<file path="src/rtl/image_proc_pkg.sv">
// Shared types and constants for the image-processing pixel pipeline.
// Holds the dark-level corrector FSM encoding and the dark-run averaging shift.
package image_proc_pkg;

  typedef enum logic [1:0] {
    StIdle,
    StDark,
    StColor,
    StFlush
  } dlc_state_e;

  localparam int unsigned DefaultDarkPixels = 16;
  localparam int unsigned DARK_SHIFT        = $clog2(DefaultDarkPixels);

  // Averaging over a power-of-two dark run is a plain right shift by this amount.
  function automatic int unsigned dark_shift(input int unsigned dark_pixels);
    return $clog2(dark_pixels);
  endfunction

endpackage

</file>
<file path="src/rtl/sat_subtractor.sv">
// Combinational a - b clamped at zero, used to remove the black level from a pixel.
module sat_subtractor #(
  parameter int unsigned DATA_WIDTH = 8
) (
  input  logic [DATA_WIDTH-1:0] minuend_i,
  input  logic [DATA_WIDTH-1:0] subtrahend_i,
  output logic [DATA_WIDTH-1:0] diff_o
);

  always_comb begin
    diff_o = '0;
    if (minuend_i > subtrahend_i) begin
      diff_o = minuend_i - subtrahend_i;
    end
  end

endmodule

</file>
<file path="src/rtl/dark_level_corrector.sv">
// Per-line black-level estimation from leading dark pixels, subtracted from the active pixels.
// Tracks line framing and flags lines that end early (underrun) or run long (overrun).
module dark_level_corrector
  import image_proc_pkg::*;
#(
  parameter int unsigned DATA_WIDTH             = 8,
  parameter int unsigned TAP_DARK_PIXELS_COUNT  = 16,
  parameter int unsigned TAP_COLOR_PIXELS_COUNT = 1024,
  parameter int unsigned INDEX_WIDTH            = 12
) (
  input  logic                   pixel_clock,
  input  logic                   aresetn,
  input  logic                   enable,
  input  logic                   line_valid,
  input  logic [DATA_WIDTH-1:0]  data_in,
  input  logic                   error_clear,
  output logic [DATA_WIDTH-1:0]  data_out,
  output logic                   data_valid,
  output logic [INDEX_WIDTH-1:0] pixel_index,
  output logic                   line_start,
  output logic                   line_end,
  output logic [DATA_WIDTH-1:0]  dark_level,
  output logic                   underrun,
  output logic                   overrun
);

  localparam int unsigned DarkShift = dark_shift(TAP_DARK_PIXELS_COUNT);
  localparam int unsigned SumWidth  = DATA_WIDTH + DarkShift;
  localparam logic [INDEX_WIDTH-1:0] LastIndex = INDEX_WIDTH'(TAP_COLOR_PIXELS_COUNT - 1);

  dlc_state_e             state_q, state_d;
  logic                   lv_prev_q, lv_prev_d;
  logic [SumWidth-1:0]    sum_q, sum_d;
  logic [DarkShift-1:0]   dark_cnt_q, dark_cnt_d;
  logic [INDEX_WIDTH-1:0] pix_cnt_q, pix_cnt_d;
  logic                   color_done_q, color_done_d;
  logic [DATA_WIDTH-1:0]  data_out_q, data_out_d;
  logic                   data_valid_q, data_valid_d;
  logic [INDEX_WIDTH-1:0] pixel_index_q, pixel_index_d;
  logic                   line_start_q, line_start_d;
  logic                   line_end_q, line_end_d;
  logic [DATA_WIDTH-1:0]  dark_level_q, dark_level_d;
  logic                   underrun_q, underrun_d;
  logic                   overrun_q, overrun_d;

  logic [SumWidth-1:0]    sum_acc;
  logic [DATA_WIDTH-1:0]  corrected;

  assign sum_acc = sum_q + SumWidth'(data_in);

  sat_subtractor #(
    .DATA_WIDTH(DATA_WIDTH)
  ) u_sat_subtractor (
    .minuend_i   (data_in),
    .subtrahend_i(dark_level_q),
    .diff_o      (corrected)
  );

  always_comb begin
    state_d       = state_q;
    lv_prev_d     = line_valid;
    sum_d         = sum_q;
    dark_cnt_d    = dark_cnt_q;
    pix_cnt_d     = pix_cnt_q;
    color_done_d  = color_done_q;
    data_out_d    = data_out_q;
    data_valid_d  = 1'b0;
    pixel_index_d = pixel_index_q;
    line_start_d  = 1'b0;
    line_end_d    = 1'b0;
    dark_level_d  = dark_level_q;
    // Clear first so an error raised in the same cycle overrides it.
    underrun_d    = error_clear ? 1'b0 : underrun_q;
    overrun_d     = error_clear ? 1'b0 : overrun_q;

    unique case (state_q)
      StIdle: begin
        if (line_valid && !lv_prev_q && enable) begin
          state_d    = StDark;
          sum_d      = SumWidth'(data_in);
          dark_cnt_d = DarkShift'(1);
        end
      end

      StDark: begin
        if (!line_valid) begin
          underrun_d = 1'b1;
          state_d    = StIdle;
        end else begin
          sum_d      = sum_acc;
          dark_cnt_d = dark_cnt_q + 1'b1;
          if (dark_cnt_q == '1) begin
            dark_level_d = sum_acc[DarkShift +: DATA_WIDTH];
            pix_cnt_d    = '0;
            color_done_d = 1'b0;
            state_d      = StColor;
          end
        end
      end

      StColor: begin
        // Once the last active pixel is out, the following beat decides clean end vs overrun.
        if (color_done_q) begin
          if (line_valid) begin
            overrun_d = 1'b1;
            state_d   = StFlush;
          end else begin
            state_d   = StIdle;
          end
        end else if (!line_valid) begin
          underrun_d = 1'b1;
          state_d    = StIdle;
        end else begin
          data_out_d    = corrected;
          data_valid_d  = 1'b1;
          pixel_index_d = pix_cnt_q;
          line_start_d  = (pix_cnt_q == '0);
          if (pix_cnt_q == LastIndex) begin
            line_end_d   = 1'b1;
            color_done_d = 1'b1;
          end else begin
            pix_cnt_d = pix_cnt_q + 1'b1;
          end
        end
      end

      StFlush: begin
        if (!line_valid) begin
          state_d = StIdle;
        end
      end

      default: state_d = StIdle;
    endcase
  end

  // lv_prev resets high so a line already active at reset release is not taken as a new edge.
  always_ff @(posedge pixel_clock or negedge aresetn) begin
    if (!aresetn) begin
      state_q       <= StIdle;
      lv_prev_q     <= 1'b1;
      sum_q         <= '0;
      dark_cnt_q    <= '0;
      pix_cnt_q     <= '0;
      color_done_q  <= 1'b0;
      data_out_q    <= '0;
      data_valid_q  <= 1'b0;
      pixel_index_q <= '0;
      line_start_q  <= 1'b0;
      line_end_q    <= 1'b0;
      dark_level_q  <= '0;
      underrun_q    <= 1'b0;
      overrun_q     <= 1'b0;
    end else begin
      state_q       <= state_d;
      lv_prev_q     <= lv_prev_d;
      sum_q         <= sum_d;
      dark_cnt_q    <= dark_cnt_d;
      pix_cnt_q     <= pix_cnt_d;
      color_done_q  <= color_done_d;
      data_out_q    <= data_out_d;
      data_valid_q  <= data_valid_d;
      pixel_index_q <= pixel_index_d;
      line_start_q  <= line_start_d;
      line_end_q    <= line_end_d;
      dark_level_q  <= dark_level_d;
      underrun_q    <= underrun_d;
      overrun_q     <= overrun_d;
    end
  end

  assign data_out    = data_out_q;
  assign data_valid  = data_valid_q;
  assign pixel_index = pixel_index_q;
  assign line_start  = line_start_q;
  assign line_end    = line_end_q;
  assign dark_level  = dark_level_q;
  assign underrun    = underrun_q;
  assign overrun     = overrun_q;

endmodule

</file>
<file path="config.mk">
export PLATFORM = sky130hd
export DESIGN_NAME = dark_level_corrector
export DESIGN_NICKNAME = d
export VERILOG_FILES = /design/src/rtl/image_proc_pkg.sv /design/src/rtl/sat_subtractor.sv /design/src/rtl/dark_level_corrector.sv
export SDC_FILE = /design/constraint.sdc
export NUM_CORES = 1
export LEC_CHECK = 0
export ABC_AREA = 1
export BUFFER_PORTS_ARGS = -buffer_cell sky130_fd_sc_hd__buf_2
export CAP_MARGIN = 20
export CORE_UTILIZATION = 43
export CTS_CLUSTER_DIAMETER = 60
export DETAILED_ROUTE_END_ITERATION = 7
export GPL_TIMING_DRIVEN = 0
export SYNTH_ARGS = -nofsm -noshare
export SYNTH_HDL_FRONTEND = slang
export SYNTH_SLANG_ARGS = --single-unit
export TNS_END_PERCENT = 1
</file>
<file path="constraint.sdc">
create_clock -name pixel_clock -period 2.4 [get_ports pixel_clock]
set_clock_uncertainty 0.15 [all_clocks]
set_input_delay 0.48 -clock pixel_clock [delete_from_list [all_inputs] [get_ports pixel_clock]]
set_output_delay 0.48 -clock pixel_clock [all_outputs]
set_load 0.1 [all_outputs]
</file>
* Word level (Yosys, flattened, before mapping)
Cells that the tools add are included.
** Word-level totals
- Output and inout port bits :: 33
- Input bits :: 13
- Register bits :: 65
** Cells by class
- $add $sub $neg :: 4
- Multiplexer cells :: 42
- Eq/ne operators :: 12
- $lt $le $gt $ge :: 1
- Reductions and logical operators :: 13
- Bitwise gates (word level) :: 1
** Operator list (number)
- 12-bit 2-to-1 mux :: 7
- 12-bit one-hot mux with 2 select lines :: 2
- 1-bit 2-to-1 mux :: 20
- 12-bit by 1-bit adder with 12-bit output (second input constant) :: 1
- 12-bit by 8-bit adder with 12-bit output :: 1
- 12-bit by 10-bit == test with 1-bit output (second input constant) :: 1
- 12-bit zero test :: 1
- 2-bit 2-to-1 mux :: 6
- 2-bit != test (second input constant) :: 6
- 3-bit AND reduction :: 4
- 8-bit greater-than comparator :: 1
- 4-bit 2-to-1 mux :: 2
- 8-bit 2-to-1 mux :: 1
- 2-bit one-hot mux with 4 select lines :: 1
- 4-bit one-hot mux with 2 select lines :: 1
- 8-bit subtractor :: 1
- 6-bit AND reduction :: 1
- 4-bit by 1-bit adder with 4-bit output (second input constant) :: 1
- 2-bit == test (second input constant) :: 2
- 4-bit == test (second input constant) :: 1
- 1-bit one-hot mux with 2 select lines :: 2
- 2-bit nonzero test :: 2
- 3-bit != test (second input constant) :: 1
- 2-bit by 1-bit == test with 1-bit output (second input constant) :: 1
- 5 further kinds :: 6

* Longest topological paths before layout
- Depth after elaboration :: 5
- Mapped depth :: 12

* By module
Synthesis repeated with hierarchy kept, for this count alone.
** Unflattened totals
- Cells, all modules :: 542
- Area, all modules :: 4058.9 um^2
** By module, submodules not included
- dark_level_corrector :: instances 1, area each 3573.4 um^2, cells an instance 455
- sat_subtractor :: instances 1, area each 485.5 um^2, cells an instance 87

* Worst setup path before layout
Ideal clock, no wire load.
- Path type :: flip-flop to flip-flop
- From :: register dark_level_q[0], in the netlist dark_level[0]
- To :: register data_out_q[6], in the netlist data_out[6]
- Setup slack :: 6 ps
- Arrival :: 2124 ps
- Cell stages (with the launch flop) :: 12
- Data required time :: 2130 ps
- Setup time :: 120 ps
- Cells stage by stage :: dfrtp_1 -> ha_1 -> inv_1 -> fa_1 -> nand3_1 -> nand2_1 -> nand3_1 -> nand2_1 -> nand2_1 -> nand2_1 -> nand2_1 -> nand2_1
** On the way
- Longest elaborated chain between the ends :: 2
** RTL lines
- from (decl) :: RTL line dark_level_corrector.sv:42 : logic [DATA_WIDTH-1:0] dark_level_q, dark_level_d;
- from (signal assigned) :: RTL line dark_level_corrector.sv:166 : dark_level_q <= dark_level_d;
- 8-bit subtractor / 8-bit greater-than comparator (equally long branches) :: RTL line sat_subtractor.sv:13, sat_subtractor.sv:12
- 8-bit 2-to-1 mux (*) :: RTL line sat_subtractor.sv:12 : if (minuend_i > subtrahend_i) begin
- to (signal assigned) :: RTL line dark_level_corrector.sv:161 : data_out_q <= data_out_d;
- to (decl) :: RTL line dark_level_corrector.sv:37 : logic [DATA_WIDTH-1:0] data_out_q, data_out_d;
Mark *: on every way between the ends. The rest lies on a longest branch, timed or not.
A chain may end at the register's enable or synchronous reset.

* Worst setup path in the final report
- From :: register state_q[1]
- To :: register sum_q[6]
** On the way
- Longest elaborated chain between the ends :: 3
** RTL lines
- from (decl) :: RTL line dark_level_corrector.sv:31 : dlc_state_e state_q, state_d;
- from (signal assigned) :: RTL line dark_level_corrector.sv:140 : state_q <= StIdle;
- from (signal assigned) :: RTL line dark_level_corrector.sv:155 : state_q <= state_d;
- 2-bit by 1-bit == test with 1-bit output / 2-bit zero test (equally long branches) :: RTL line dark_level_corrector.sv:76 : unique case (state_q)
- 2-bit != test (no source line) / 2-bit nonzero test (equally long branches)
- 3-bit AND reduction (no source line)
- to (signal assigned) :: RTL line dark_level_corrector.sv:157 : sum_q <= sum_d;
- to (decl) :: RTL line dark_level_corrector.sv:33 : logic [SumWidth-1:0] sum_q, sum_d;
Parallel ways exist; a longest one is shown, timed or not.

==> metrics.md <==
| Metric | Value |
|---|---|
| P per Cell Area | `approximately 1100 nW/um^2` |
| Outcome | `finished with violations` |
| Final GP Congestion | `0.8730` |
| Vias in the first global route | `3345` |
| Syn_area_per_cell | `approximately 7.4 um^2` |
| CTS tree | `done` |
| Post-synthesis xor/xnor area fraction | `under 10%` |
| Post-Syn Instances | `roughly 540` |
| Top post-synthesis cells by area | `dfrtp_1, nand2_1, ha_1` |
| Hold Crit Class | `in2async` |
| Drt initial violations | `between 100 and 150` |
| Synth Area in Adders | `8.503%` |
| Sequential-to-total area share from yosys stat | `roughly two fifths` |
| Placement Cell Area | `between 4000 and 5000 um^2` |
| Final hold violation count | `0` |
| Post-route ant nets | `0` |
| Die H | `between 90 and 100 um` |
| Hold_buf cts | `0` |
| FMAX | `approximately 0.44 GHz` |
| Final max-slew violation count | `0` |
| Synth Area in Compound Gates | `7.252%` |
| Syn Nets | `between 500 and 600` |
| EDFF count, synth | `0` |
| Clock Sinks | `between 60 and 70` |
| FP Rows | `34` |
| Max Cap Viol | `0` |
| Warnings from Yosys | `0` |
| Final Cell Area | `about 4500 um^2` |
| Synth top area share | `~40%` |
| Worst EP arrival | `roughly 2.3 ns` |
| RSZ-0062 raised after global routing | `no` |
| Worst path required time | `about 2.5 ns` |
| CP Launch Type | `flip-flop` |
| Total track usage | `approximately 21%` |
| Cts bufs inserted | `9` |
| Leakage | `2.380 nW` |
| Slowest stage cell on the critical path | `a21oi_1` |
| Hpwl dp | `roughly 7200 um` |
| First-pass GRT wire length | `15870 um` |
| Post-synth cell types | `35` |
| Crit-path max cell delay | `between 0.6 and 0.7 ns` |
| Vias post-DR | `about 3700` |
| Setup_tns | `0 ns` |
| DR pass1 iterations | `8` |
| Syn-to-layout area delta | `13.41%` |
| Final Core Density | `a little over 50%` |
| Most used flip-flop cell after synthesis | `dfrtp_1` |
| Initial core utilization | `a little under half` |
| # nets final | `636` |
| Worst path most repeated cell | `inv_1` |
| Worst-Margin Slew | `0.8501 ns` |
| # DRC | `6` |
| Top cells by count, synth | `nand2_1, dfrtp_1, nand3_1` |
| Mapped Area | `between 4000 and 5000 um^2` |
| CP Max Fanout | `8` |
| Port buffer count | `45` |
| Final period util | `approximately 94%` |
| CTS resizes | `0` |
| Slew HR | `around 43%` |
| Largest family of logic cells by synthesized area | `simple AND/OR/NAND/NOR gates` |
| H-Tree Depth | `3` |
| Largest net degree at the start of global routing | `66` |
| FILL cells | `between 900 and 1000` |
| Total power | `0.004985 W` |
| Core area | `slightly below 9000 um^2` |
| Global route total overflow | `0` |
| Synthesized flop and latch total | `65` |
| Die area | `approximately 9700 um^2` |
| Post-route minimum period | `about 2.3 ns` |
| Mux cell area share after synthesis | `0%` |
| N_diodes | `0` |
| Chip width | `98.48 um` |
| Cell with the most instances after synthesis | `nand2_1` |
| Async SR Flop Fraction | `between 90% and 100%` |
| Wirelength per Cell | `around 13 um` |
| IO Pins | `46` |
| Vias per inst | `5.144` |
| Clk_lat worst skew | `0.34 ns` |
| Post-synthesis simple-gate area fraction | `around 34%` |
| Clk slew on worst S/H paths | `~0.070 ns` |
| Worst setup path category | `reg2reg` |
| Failing checks | `DRC` |
| Max clock buf depth | `2` |
| Routed wire length | `about 9500 um` |
| Final setup fails | `0` |
| Critical path, cell by cell | `inv_1 > ha_1 > nand2_2 > a21oi_1 > nand3_1 > nand3b_1 > inv_1` |
| Cell taking the most area after synthesis | `dfrtp_1` |
| Share of cells above drive strength 1 | `13.29%` |
| Root Buffer | `clkbuf_8` |
| CP endpoint kind | `flip-flop` |
| Initial antenna violation count | `0` |
| Worst vdd ir | `a little under 0.5 mV` |
| Post-CTS Setup Repair Bufs | `0` |
## worst max-delay path: cells and delay by family, from the launching register on
kind | cells | cell delay, ns
AO/OA/AOI/OAI | 1 | 0.68
buffers and inverters | 2 | 0.19
flip-flops | 1 | 0.41
adder cells (fa/ha/maj) | 1 | 0.28
AND/OR/NAND/NOR | 3 | 0.46
## layout by cell type, fill, tap and decap left out, drive strengths merged
master / count
o21a: 2
buf: 48
xnor2: 2
fa: 2
nand2: 181
dfrtp: 64
clkinv: 3
clkbuf: 20
nor3b: 2
o31ai: 2
o21ai: 20
a32oi: 1
xor2: 9
a22oi: 1
a31oi: 5
inv: 59
nand3: 60
nand3b: 2
o211ai: 1
o21bai: 1
a22o: 1
nor2: 49
or2: 5
dfstp: 1
ha: 24
nor3: 7
nor4: 1
nand4: 12
a21oi: 17
## worst paths after layout
path / start / to / slack (ns) / cells past startpoint
max in group asynchronous: aresetn / state_q[1] / 1.48 / 1
worst min-delay path: aresetn / data_out[4] / 0.08 / 1
worst max register to register: state_q[1] / sum_q[6] / 0.15 / 7
min in group pixel_clock: line_valid / lv_prev_q / 0.18 / 1
worst max-delay path: state_q[1] / sum_q[6] / 0.15 / 7
worst min register to register: pixel_index[9] / pixel_index[9] / 0.32 / 2
## layer usage
layer,track usage (%),vias up,wire (um)
li1,-,1865,-
met1,28.74,1695,4678
met2,32.88,77,4258
met3,2.908,15,383
met4,7.692,0,156
met5,0,-,0
## per-stage QoR
| step | instances | hold WS, ns | setup WS (ns) |
|---|---|---|---|
| 6_report | 710 | 0.08053 | 0.1456 |
| 5_1_grt | 710 | 0.1599 | 0.03315 |
| 4_1_cts | 710 | 0.1203 | 0.1082 |
| 3_5_place_dp | 694 | 0.3095 | 0.005084 |
| 3_3_place_gp | 694 | 0.3005 | 0.07007 |
| 2_1_floorplan | 541 | 0.03441 | 0.006293 |
## final cells by class
| class | count | area (um^2) | share of cell area [%] |
|---|---|---|---|
| Inverter | 59 | 221.5 | 4.879 |
| Tap cell | 108 | 135.1 | 2.977 |
| Clock inverter | 3 | 15.01 | 0.3308 |
| Multi-Input combinational cell | 407 | 2106 | 46.39 |
| Timing Repair Buffer | 45 | 227.7 | 5.017 |
| Clock buffer | 13 | 158.9 | 3.501 |
| Buffer | 10 | 47.55 | 1.047 |
| Sequential cell | 65 | 1628 | 35.86 |
## where the power goes
group | switching (W) | internal (W) | total [W]
clock network | 0.000425 | 0.000428 | 0.000852
registers | 0.000177 | 0.00134 | 0.00152
logic | 0.00192 | 0.000694 | 0.00261
## logic make-up after synthesis
kind of cell | Yosys count
adder cells (fa/ha/maj) | 26
AO/OA/AOI/OAI | 51
AND/OR/NAND/NOR | 319
buffers and inverters | 69
XOR/XNOR | 11
flip-flops | 65
## flip-flops by register name, summed over array words and instances (netlist names), 2 cells and up
name and cells:
pix_cnt_q 12, pixel_index 12, sum_q 12, dark_level 8
data_out 8, dark_cnt_q 4, state_q 2
Power figures use the tool's default switching activity.
